`src/rtl/mcu_seq_pkg.sv`:
```
// Shared encodings for the mcu_seq control sequencer: states, opcodes,
// ALU selectors, PSR flag positions, trap causes and decode helpers.
`timescale 1ns/1ps
package mcu_seq_pkg;

    typedef enum logic [2:0] {
        MCU_STATE_RESET   = 3'd0,
        MCU_STATE_FETCH   = 3'd1,
        MCU_STATE_IWAIT   = 3'd2,
        MCU_STATE_DECODE  = 3'd3,
        MCU_STATE_DWAIT   = 3'd4,
        MCU_STATE_EXECUTE = 3'd5,
        MCU_STATE_STALL   = 3'd6,
        MCU_STATE_HALT    = 3'd7
    } mcu_state_e;

    localparam logic [4:0] MCU_ADD    = 5'd0;
    localparam logic [4:0] MCU_ADDC   = 5'd1;
    localparam logic [4:0] MCU_SUB    = 5'd2;
    localparam logic [4:0] MCU_SUBC   = 5'd3;
    localparam logic [4:0] MCU_NAND   = 5'd4;
    localparam logic [4:0] MCU_NOR    = 5'd5;
    localparam logic [4:0] MCU_XOR    = 5'd6;
    localparam logic [4:0] MCU_XNOR   = 5'd7;
    localparam logic [4:0] MCU_ADDI   = 5'd8;
    localparam logic [4:0] MCU_ADDCI  = 5'd9;
    localparam logic [4:0] MCU_SUBI   = 5'd10;
    localparam logic [4:0] MCU_SUBCI  = 5'd11;
    localparam logic [4:0] MCU_NANDI  = 5'd12;
    localparam logic [4:0] MCU_NORI   = 5'd13;
    localparam logic [4:0] MCU_XORI   = 5'd14;
    localparam logic [4:0] MCU_XNORI  = 5'd15;
    localparam logic [4:0] MCU_LOAD   = 5'd16;
    localparam logic [4:0] MCU_LOADI  = 5'd17;
    localparam logic [4:0] MCU_STORE  = 5'd18;
    localparam logic [4:0] MCU_STOREI = 5'd19;
    localparam logic [4:0] MCU_JUMP   = 5'd20;
    localparam logic [4:0] MCU_JZ     = 5'd21;
    localparam logic [4:0] MCU_JC     = 5'd22;
    localparam logic [4:0] MCU_JN     = 5'd23;
    localparam logic [4:0] MCU_HALT   = 5'd24;

    localparam logic [2:0] ALU_ADD  = 3'd0;
    localparam logic [2:0] ALU_ADDC = 3'd1;
    localparam logic [2:0] ALU_SUB  = 3'd2;
    localparam logic [2:0] ALU_SUBC = 3'd3;
    localparam logic [2:0] ALU_NAND = 3'd4;
    localparam logic [2:0] ALU_NOR  = 3'd5;
    localparam logic [2:0] ALU_XOR  = 3'd6;
    localparam logic [2:0] ALU_XNOR = 3'd7;

    localparam int APSR_ZERO  = 0;
    localparam int APSR_CARRY = 1;
    localparam int APSR_NEG   = 2;

    localparam logic [1:0] TRAP_NONE    = 2'd0;
    localparam logic [1:0] TRAP_ILLEGAL = 2'd1;
    localparam logic [1:0] TRAP_IMEM    = 2'd2;
    localparam logic [1:0] TRAP_DMEM    = 2'd3;

    typedef enum logic [2:0] {
        OPC_ALU, OPC_LOAD, OPC_STORE, OPC_JUMP, OPC_JCOND, OPC_HALT, OPC_ILLEGAL
    } op_class_e;

    function automatic op_class_e op_class(input logic [4:0] op);
        case (op)
            MCU_ADD, MCU_ADDC, MCU_SUB, MCU_SUBC, MCU_NAND, MCU_NOR, MCU_XOR, MCU_XNOR,
            MCU_ADDI, MCU_ADDCI, MCU_SUBI, MCU_SUBCI, MCU_NANDI, MCU_NORI, MCU_XORI,
            MCU_XNORI:                      return OPC_ALU;
            MCU_LOAD, MCU_LOADI:            return OPC_LOAD;
            MCU_STORE, MCU_STOREI:          return OPC_STORE;
            MCU_JUMP:                       return OPC_JUMP;
            MCU_JZ, MCU_JC, MCU_JN:         return OPC_JCOND;
            MCU_HALT:                       return OPC_HALT;
            default:                        return OPC_ILLEGAL;
        endcase
    endfunction

    function automatic logic [2:0] alu_sel(input logic [4:0] op);
        case (op)
            MCU_ADD,  MCU_ADDI:  return ALU_ADD;
            MCU_ADDC, MCU_ADDCI: return ALU_ADDC;
            MCU_SUB,  MCU_SUBI:  return ALU_SUB;
            MCU_SUBC, MCU_SUBCI: return ALU_SUBC;
            MCU_NAND, MCU_NANDI: return ALU_NAND;
            MCU_NOR,  MCU_NORI:  return ALU_NOR;
            MCU_XOR,  MCU_XORI:  return ALU_XOR;
            default:             return ALU_XNOR;
        endcase
    endfunction

    function automatic logic jump_taken(input logic [4:0] op, input logic [2:0] psr);
        case (op)
            MCU_JZ:  return psr[APSR_ZERO];
            MCU_JC:  return psr[APSR_CARRY];
            MCU_JN:  return psr[APSR_NEG];
            default: return 1'b0;
        endcase
    endfunction

endpackage

```
`src/rtl/mcu_seq_wait_timer.sv`:
```
// Saturating memory wait-state counter; o_expired flags the cycle on which
// one more wait would bring the count up to WAIT_MAX.
`timescale 1ns/1ps
module mcu_wait_timer #(
    parameter int WAIT_MAX = 15
) (
    input  logic clk,
    input  logic rst,
    input  logic i_clr,
    input  logic i_en,
    output logic o_expired
);
    localparam int CNT_W = $clog2(WAIT_MAX + 1);

    logic [CNT_W-1:0] r_count;

    always_ff @(posedge clk) begin
        if (rst || i_clr) begin
            r_count <= '0;
        end else if (i_en && (r_count != CNT_W'(WAIT_MAX))) begin
            r_count <= r_count + CNT_W'(1);
        end
    end

    assign o_expired = (r_count >= CNT_W'(WAIT_MAX - 1));

endmodule

```
`src/rtl/mcu_seq.sv`:
```
// Multi-cycle control sequencer for the accumulator core: fetch/decode/execute
// with memory wait states, bus timeout, HALT, illegal-opcode trap and stall.
`timescale 1ns/1ps
module mcu_seq
    import mcu_seq_pkg::*;
#(
    parameter int INST_WIDTH  = 5,
    parameter int ALUOP_WIDTH = 3,
    parameter int WAIT_MAX    = 15
) (
    input  logic                   clk,
    input  logic                   rst,
    input  logic [INST_WIDTH-1:0]  opcode,
    input  logic [2:0]             psr,
    input  logic                   imem_ready,
    input  logic                   dmem_ready,
    input  logic                   stall_req,
    output logic                   imem_update,
    output logic                   dmem_update,
    output logic                   dmem_write,
    output logic                   opcode_update,
    output logic                   psr_update,
    output logic                   res_update,
    output logic [ALUOP_WIDTH-1:0] alu_operation,
    output logic                   pc_count,
    output logic                   pc_load,
    output logic                   halted,
    output logic [1:0]             trap
);
    mcu_state_e r_state;
    logic [1:0] r_trap;
    logic [4:0] w_op;
    op_class_e  w_class;
    logic       w_wait;
    logic       w_ready;
    logic       w_expired;

    assign w_op    = 5'(opcode);
    assign w_class = op_class(w_op);
    assign w_wait  = (r_state == MCU_STATE_IWAIT) || (r_state == MCU_STATE_DWAIT);
    assign w_ready = (r_state == MCU_STATE_IWAIT) ? imem_ready : dmem_ready;

    mcu_wait_timer #(.WAIT_MAX(WAIT_MAX)) u_wait_timer (
        .clk       (clk),
        .rst       (rst),
        .i_clr     (!w_wait),
        .i_en      (!w_ready),
        .o_expired (w_expired)
    );

    always_ff @(posedge clk) begin
        if (rst) begin
            r_state <= MCU_STATE_RESET;
            r_trap  <= TRAP_NONE;
        end else begin
            case (r_state)
                MCU_STATE_RESET: r_state <= MCU_STATE_FETCH;
                MCU_STATE_FETCH: r_state <= MCU_STATE_IWAIT;
                MCU_STATE_IWAIT: begin
                    // ready takes priority over a timeout on the same cycle
                    if (imem_ready) begin
                        r_state <= MCU_STATE_DECODE;
                    end else if (w_expired) begin
                        r_state <= MCU_STATE_HALT;
                        r_trap  <= TRAP_IMEM;
                    end
                end
                MCU_STATE_DECODE: begin
                    case (w_class)
                        OPC_LOAD, OPC_STORE: r_state <= MCU_STATE_DWAIT;
                        OPC_HALT:            r_state <= MCU_STATE_HALT;
                        OPC_ILLEGAL: begin
                            r_state <= MCU_STATE_HALT;
                            r_trap  <= TRAP_ILLEGAL;
                        end
                        default:             r_state <= MCU_STATE_EXECUTE;
                    endcase
                end
                MCU_STATE_DWAIT: begin
                    if (dmem_ready) begin
                        r_state <= MCU_STATE_EXECUTE;
                    end else if (w_expired) begin
                        r_state <= MCU_STATE_HALT;
                        r_trap  <= TRAP_DMEM;
                    end
                end
                MCU_STATE_EXECUTE, MCU_STATE_STALL:
                    r_state <= stall_req ? MCU_STATE_STALL : MCU_STATE_FETCH;
                MCU_STATE_HALT:  r_state <= MCU_STATE_HALT;
                default:         r_state <= MCU_STATE_RESET;
            endcase
        end
    end

    always_comb begin
        imem_update   = 1'b0;
        dmem_update   = 1'b0;
        dmem_write    = 1'b0;
        opcode_update = 1'b0;
        psr_update    = 1'b0;
        res_update    = 1'b0;
        alu_operation = '0;
        pc_count      = 1'b0;
        pc_load       = 1'b0;
        halted        = 1'b0;
        case (r_state)
            MCU_STATE_RESET: begin
                opcode_update = 1'b1;
                pc_count      = 1'b1;
            end
            MCU_STATE_FETCH: imem_update = 1'b1;
            MCU_STATE_DECODE: begin
                case (w_class)
                    OPC_ALU: begin
                        alu_operation = ALUOP_WIDTH'(alu_sel(w_op));
                        psr_update    = 1'b1;
                        res_update    = 1'b1;
                    end
                    OPC_LOAD: begin
                        res_update  = 1'b1;
                        dmem_update = 1'b1;
                    end
                    OPC_STORE: begin
                        dmem_write  = 1'b1;
                        dmem_update = 1'b1;
                    end
                    OPC_JUMP:  pc_load = 1'b1;
                    OPC_JCOND: pc_load = jump_taken(w_op, psr);
                    default: ;
                endcase
                pc_count = !pc_load;
            end
            MCU_STATE_DWAIT: begin
                res_update = dmem_ready && (w_class == OPC_LOAD);
                dmem_write = dmem_ready && (w_class == OPC_STORE);
            end
            MCU_STATE_EXECUTE, MCU_STATE_STALL: begin
                opcode_update = !stall_req;
                pc_count      = !stall_req;
            end
            MCU_STATE_HALT: halted = 1'b1;
            default: ;
        endcase
    end

    assign trap = r_trap;

endmodule

```
`config.mk`:
```
export PLATFORM = sky130hd
export DESIGN_NAME = mcu_seq
export DESIGN_NICKNAME = d
export VERILOG_FILES = /design/src/rtl/mcu_seq_pkg.sv /design/src/rtl/mcu_seq_wait_timer.sv /design/src/rtl/mcu_seq.sv
export SDC_FILE = /design/constraint.sdc
export NUM_CORES = 1
export LEC_CHECK = 0
export ABC_AREA = 1
export ABC_CLOCK_PERIOD_IN_PS = 2800
export BUFFER_PORTS_ARGS = -buffer_cell sky130_fd_sc_hd__buf_4
export CAP_MARGIN = 40
export CELL_PAD_IN_SITES_DETAIL_PLACEMENT = 1
export CELL_PAD_IN_SITES_GLOBAL_PLACEMENT = 2
export CORE_ASPECT_RATIO = 0.75
export CORE_UTILIZATION = 27
export CTS_BUF_LIST = sky130_fd_sc_hd__clkbuf_2 sky130_fd_sc_hd__clkbuf_4 sky130_fd_sc_hd__clkbuf_8
export DETAILED_ROUTE_END_ITERATION = 10
export PLACE_DENSITY_LB_ADDON = 0.1
export SYNTH_ARGS = -nofsm -noshare
export SYNTH_HDL_FRONTEND = slang
export SYNTH_SLANG_ARGS = --single-unit
```
`constraint.sdc`:
```
create_clock -name clk -period 2.8 [get_ports clk]
set_input_delay 0.14 -clock clk [delete_from_list [all_inputs] [get_ports clk]]
set_output_delay 0.14 -clock clk [all_outputs]
set_load 0.01 [all_outputs]
```
==> flow_summary.yaml <==
outcome:
  status: "complete, no violations"
clock_tree:
  clock-sinks: 9
  h-tree-depth: 1
  root_buffer: "clkbuf_8"
  cts_tree: "yes"
  clock_path_buffers: 2
  post_cts_resized: 0
  path_clk_slew_ns: 0.05
  hold_buffers: 0
  cts_setup_buffers: 0
  clk_latency_ns: 0.24
  numCtsBuffers: 3
power_and_ir_drop:
  ir_worst_vdd_mv: 0.284
  seq_power_share_pct: 31.0
  p_switching_uw: 190
  p_per_area_nw_per_um2: 494
  p_clk_share_pct: 31.4
  p_leak_uw: 0.000520
  pwr-share-comb_pct: 37.7
  internal-power_uw: 336
  total_power_uw: 526
  swShare_pct: 36.2
critical_path:
  reg2reg_to: "u_wait_timer.r_count[2]$_SDFFE_PP0P_"
  crit_path_max_fanout: 10
  critPathArrivalTime_ns: 1.54
  startpoint: "r_state[1]$_SDFF_PP0_"
  reg2reg_from: "r_state[2]$_SDFF_PP0_"
  startpoint_type: "register"
  endpoint_kind: "output port"
  cp-endpoint: "res_update"
  r2r_slack_ns: 1.35
  critPathKind: "register to output port"
  r2r_cells: 7
  critPathRequiredTime_ns: 2.66
finish:
  fillers: 381
  finalNetCount: 182
  n_antenna_cell: 0
  multi_input_area_um2: 500
  syn_to_final_growth_pct: 33.6
  register_area_um2: 180
  drive_above_1_share_pct: 27.1
timing:
  fin_skew_ns: 0.00687
  relSlewSlack_pct: 74.4
  fmax_mhz: 595
  period_minus_slack_ns: 1.68
  maxSlewViolCount: 0
  worst_pin_slew_ns: 0.384
  grt_setup_unrepaired: "no"
  tns_ns: 0
  setup_viol: 0
  finalCritPeriodShare_pct: 60.1
  hold_viol: 0
die:
  io_pins: 27
  dieArea_um2: 3170
  die_w_um: 64.7
  fp.dieH_um: 49.0
  num_rows: 16
  core_um2: 2700
  start_util_pct: 29.4
synth:
  ys_seq_elements: 9
  syn_nets: 154
  synth.avg_cell_area_um2: 5.72
  synthFlopType: "dfxtp_1"
  yosysSeqAreaShare_pct: 22.6
  syn_inst: 139
  yosys_warnings: 0
  ys_types: 25
  synth_edf_count: 0
  synth_area_um2: 796
  async_flop_share_pct: 0
detailed_routing:
  viasPerCell: 4.60
  dr_total_vias: 930
  post-route-drc-count: 0
  wire_per_inst_um: 11.7
  totalWireLength_um: 2370
  drt_iter0_markers: 8
  drtAntennaViolNets: 0
  firstDrtPassIters: 4
grt:
  grt_pass1_vias: 875
  grt_pass1_wl_um: 4010
  grt_start_max_net_pins: 12
  grt_antenna_before_repair: 0
  grt_overflow_total: 0
  grtUsageTotal_pct: 16.5
placed_design:
  gp_congestion: 0.781
  dp_hpwl_um: 1930
  portBuffers: 26
job:
  cap_viol_max_count: 0
hold_path:
  hold_path.class: "primary input to register"
state kept, by name (all words and copies together) (netlist names):
signal and flops:
r_state 3, trap 2, u_wait_timer.r_count 4
worst max-delay path: stages (launching register included):
cell and delay (ns):
dfxtp_1 0.48, nand2_1 0.16, nor2_4 0.17, inv_2 0.12, nand2_1 0.08, inv_1 0.05, o22ai_1 0.10, buf_4 0.14
worst min path at each step:
stage / start / to / slack, ns / depth (start not counted)
after CTS: rst / r_state[2]$_SDFF_PP0_ / 0.12 / 2
after detailed placement: rst / r_state[1]$_SDFF_PP0_ / 0.37 / 2
after global placement: rst / r_state[2]$_SDFF_PP0_ / 0.37 / 2
after floorplan: rst / r_state[1]$_SDFF_PP0_ / 0.21 / 1
final: rst / r_state[2]$_SDFF_PP0_ / 0.12 / 2
after global routing: rst / trap[1]$_SDFFE_PP0P_ / 0.12 / 2
synthesized netlist by cell type (2+ instances only):
master	n	area (µm²)
nand4_1	5	31.3
a21oi_1	9	45.0
nor2_2	5	31.3
buf_2	2	10.0
o21ai_0	6	30.0
dfxtp_1	9	180
inv_2	4	15.0
inv_1	21	78.8
nand2_2	3	18.8
ha_1	2	25.0
nand3_1	4	20.0
nor2_1	20	75.1
nor3_1	6	30.0
nand2_1	32	120
per-stage QoR:
| stage | std cells | setup slack (ns) | area [µm²] | utilization [%] | hold slack [ns] |
|---|---|---|---|---|---|
| after global routing | 202 | 0.994 | 1060 | 39.4 | 0.122 |
| after detailed placement | 198 | 1.35 | 1010 | 37.5 | 0.372 |
| after global placement | 198 | 1.34 | 1010 | 37.5 | 0.366 |
| after floorplan | 139 | 1.60 | 796 | - | 0.209 |
| after CTS | 202 | 1.10 | 1060 | 39.4 | 0.121 |
| final | 202 | 1.12 | 1060 | 39.4 | 0.120 |
cell families (layout without fill, tap and decap cells):
kind of cell,count (synthesis),after routing,synth area share (%)
DFF,9,9,22.6
and+or+nand+nor,80,80,46.1
adders and majority gates,2,2,3.14
buffers and inverters,28,55,14.5
AOI/OAI and AO/OA,20,20,13.7
per-layer routing:
metal	share of wire, %	track usage (%)	wire, µm	vias to the layer above
met2	40	23.7	947	21
met5	0	0	0	-
met4	0.80	3.33	19	0
met3	5.0	4.21	119	3
met1	54	24.5	1290	409
li1	-	-	-	497
area by class of cell:
cell class              instances  area share (%)
multi-input cells             102            47.1
repair buffers                 26            18.4
flip-flops and latches          9            16.9
inverters                      25            8.82
clock buffers                   4            4.59
well taps                      36            4.24
cells in the final DEF, fill, tap and decap left out, types with 2 or more instances in the layout:
cell type / count
nor3_1: 6
nand3_1: 4
nor2_1: 20
dfxtp_1: 9
nand4_1: 5
buf_4: 26
inv_1: 21
a21oi_1: 9
o21ai_0: 6
inv_2: 4
ha_1: 2
clkbuf_8: 3
nand2_1: 32
nand2_2: 3
nor2_2: 5
power by group through the flow:
stage | logic (µW) | registers [µW] | clock network, µW
floorplan | 124 | 160 | 0
CTS | 201 | 162 | 167
global placement | 199 | 163 | 0
finish | 198 | 163 | 165
global route | 220 | 165 | 178
detailed placement | 199 | 164 | 0
Power figures use the tool's default switching activity.
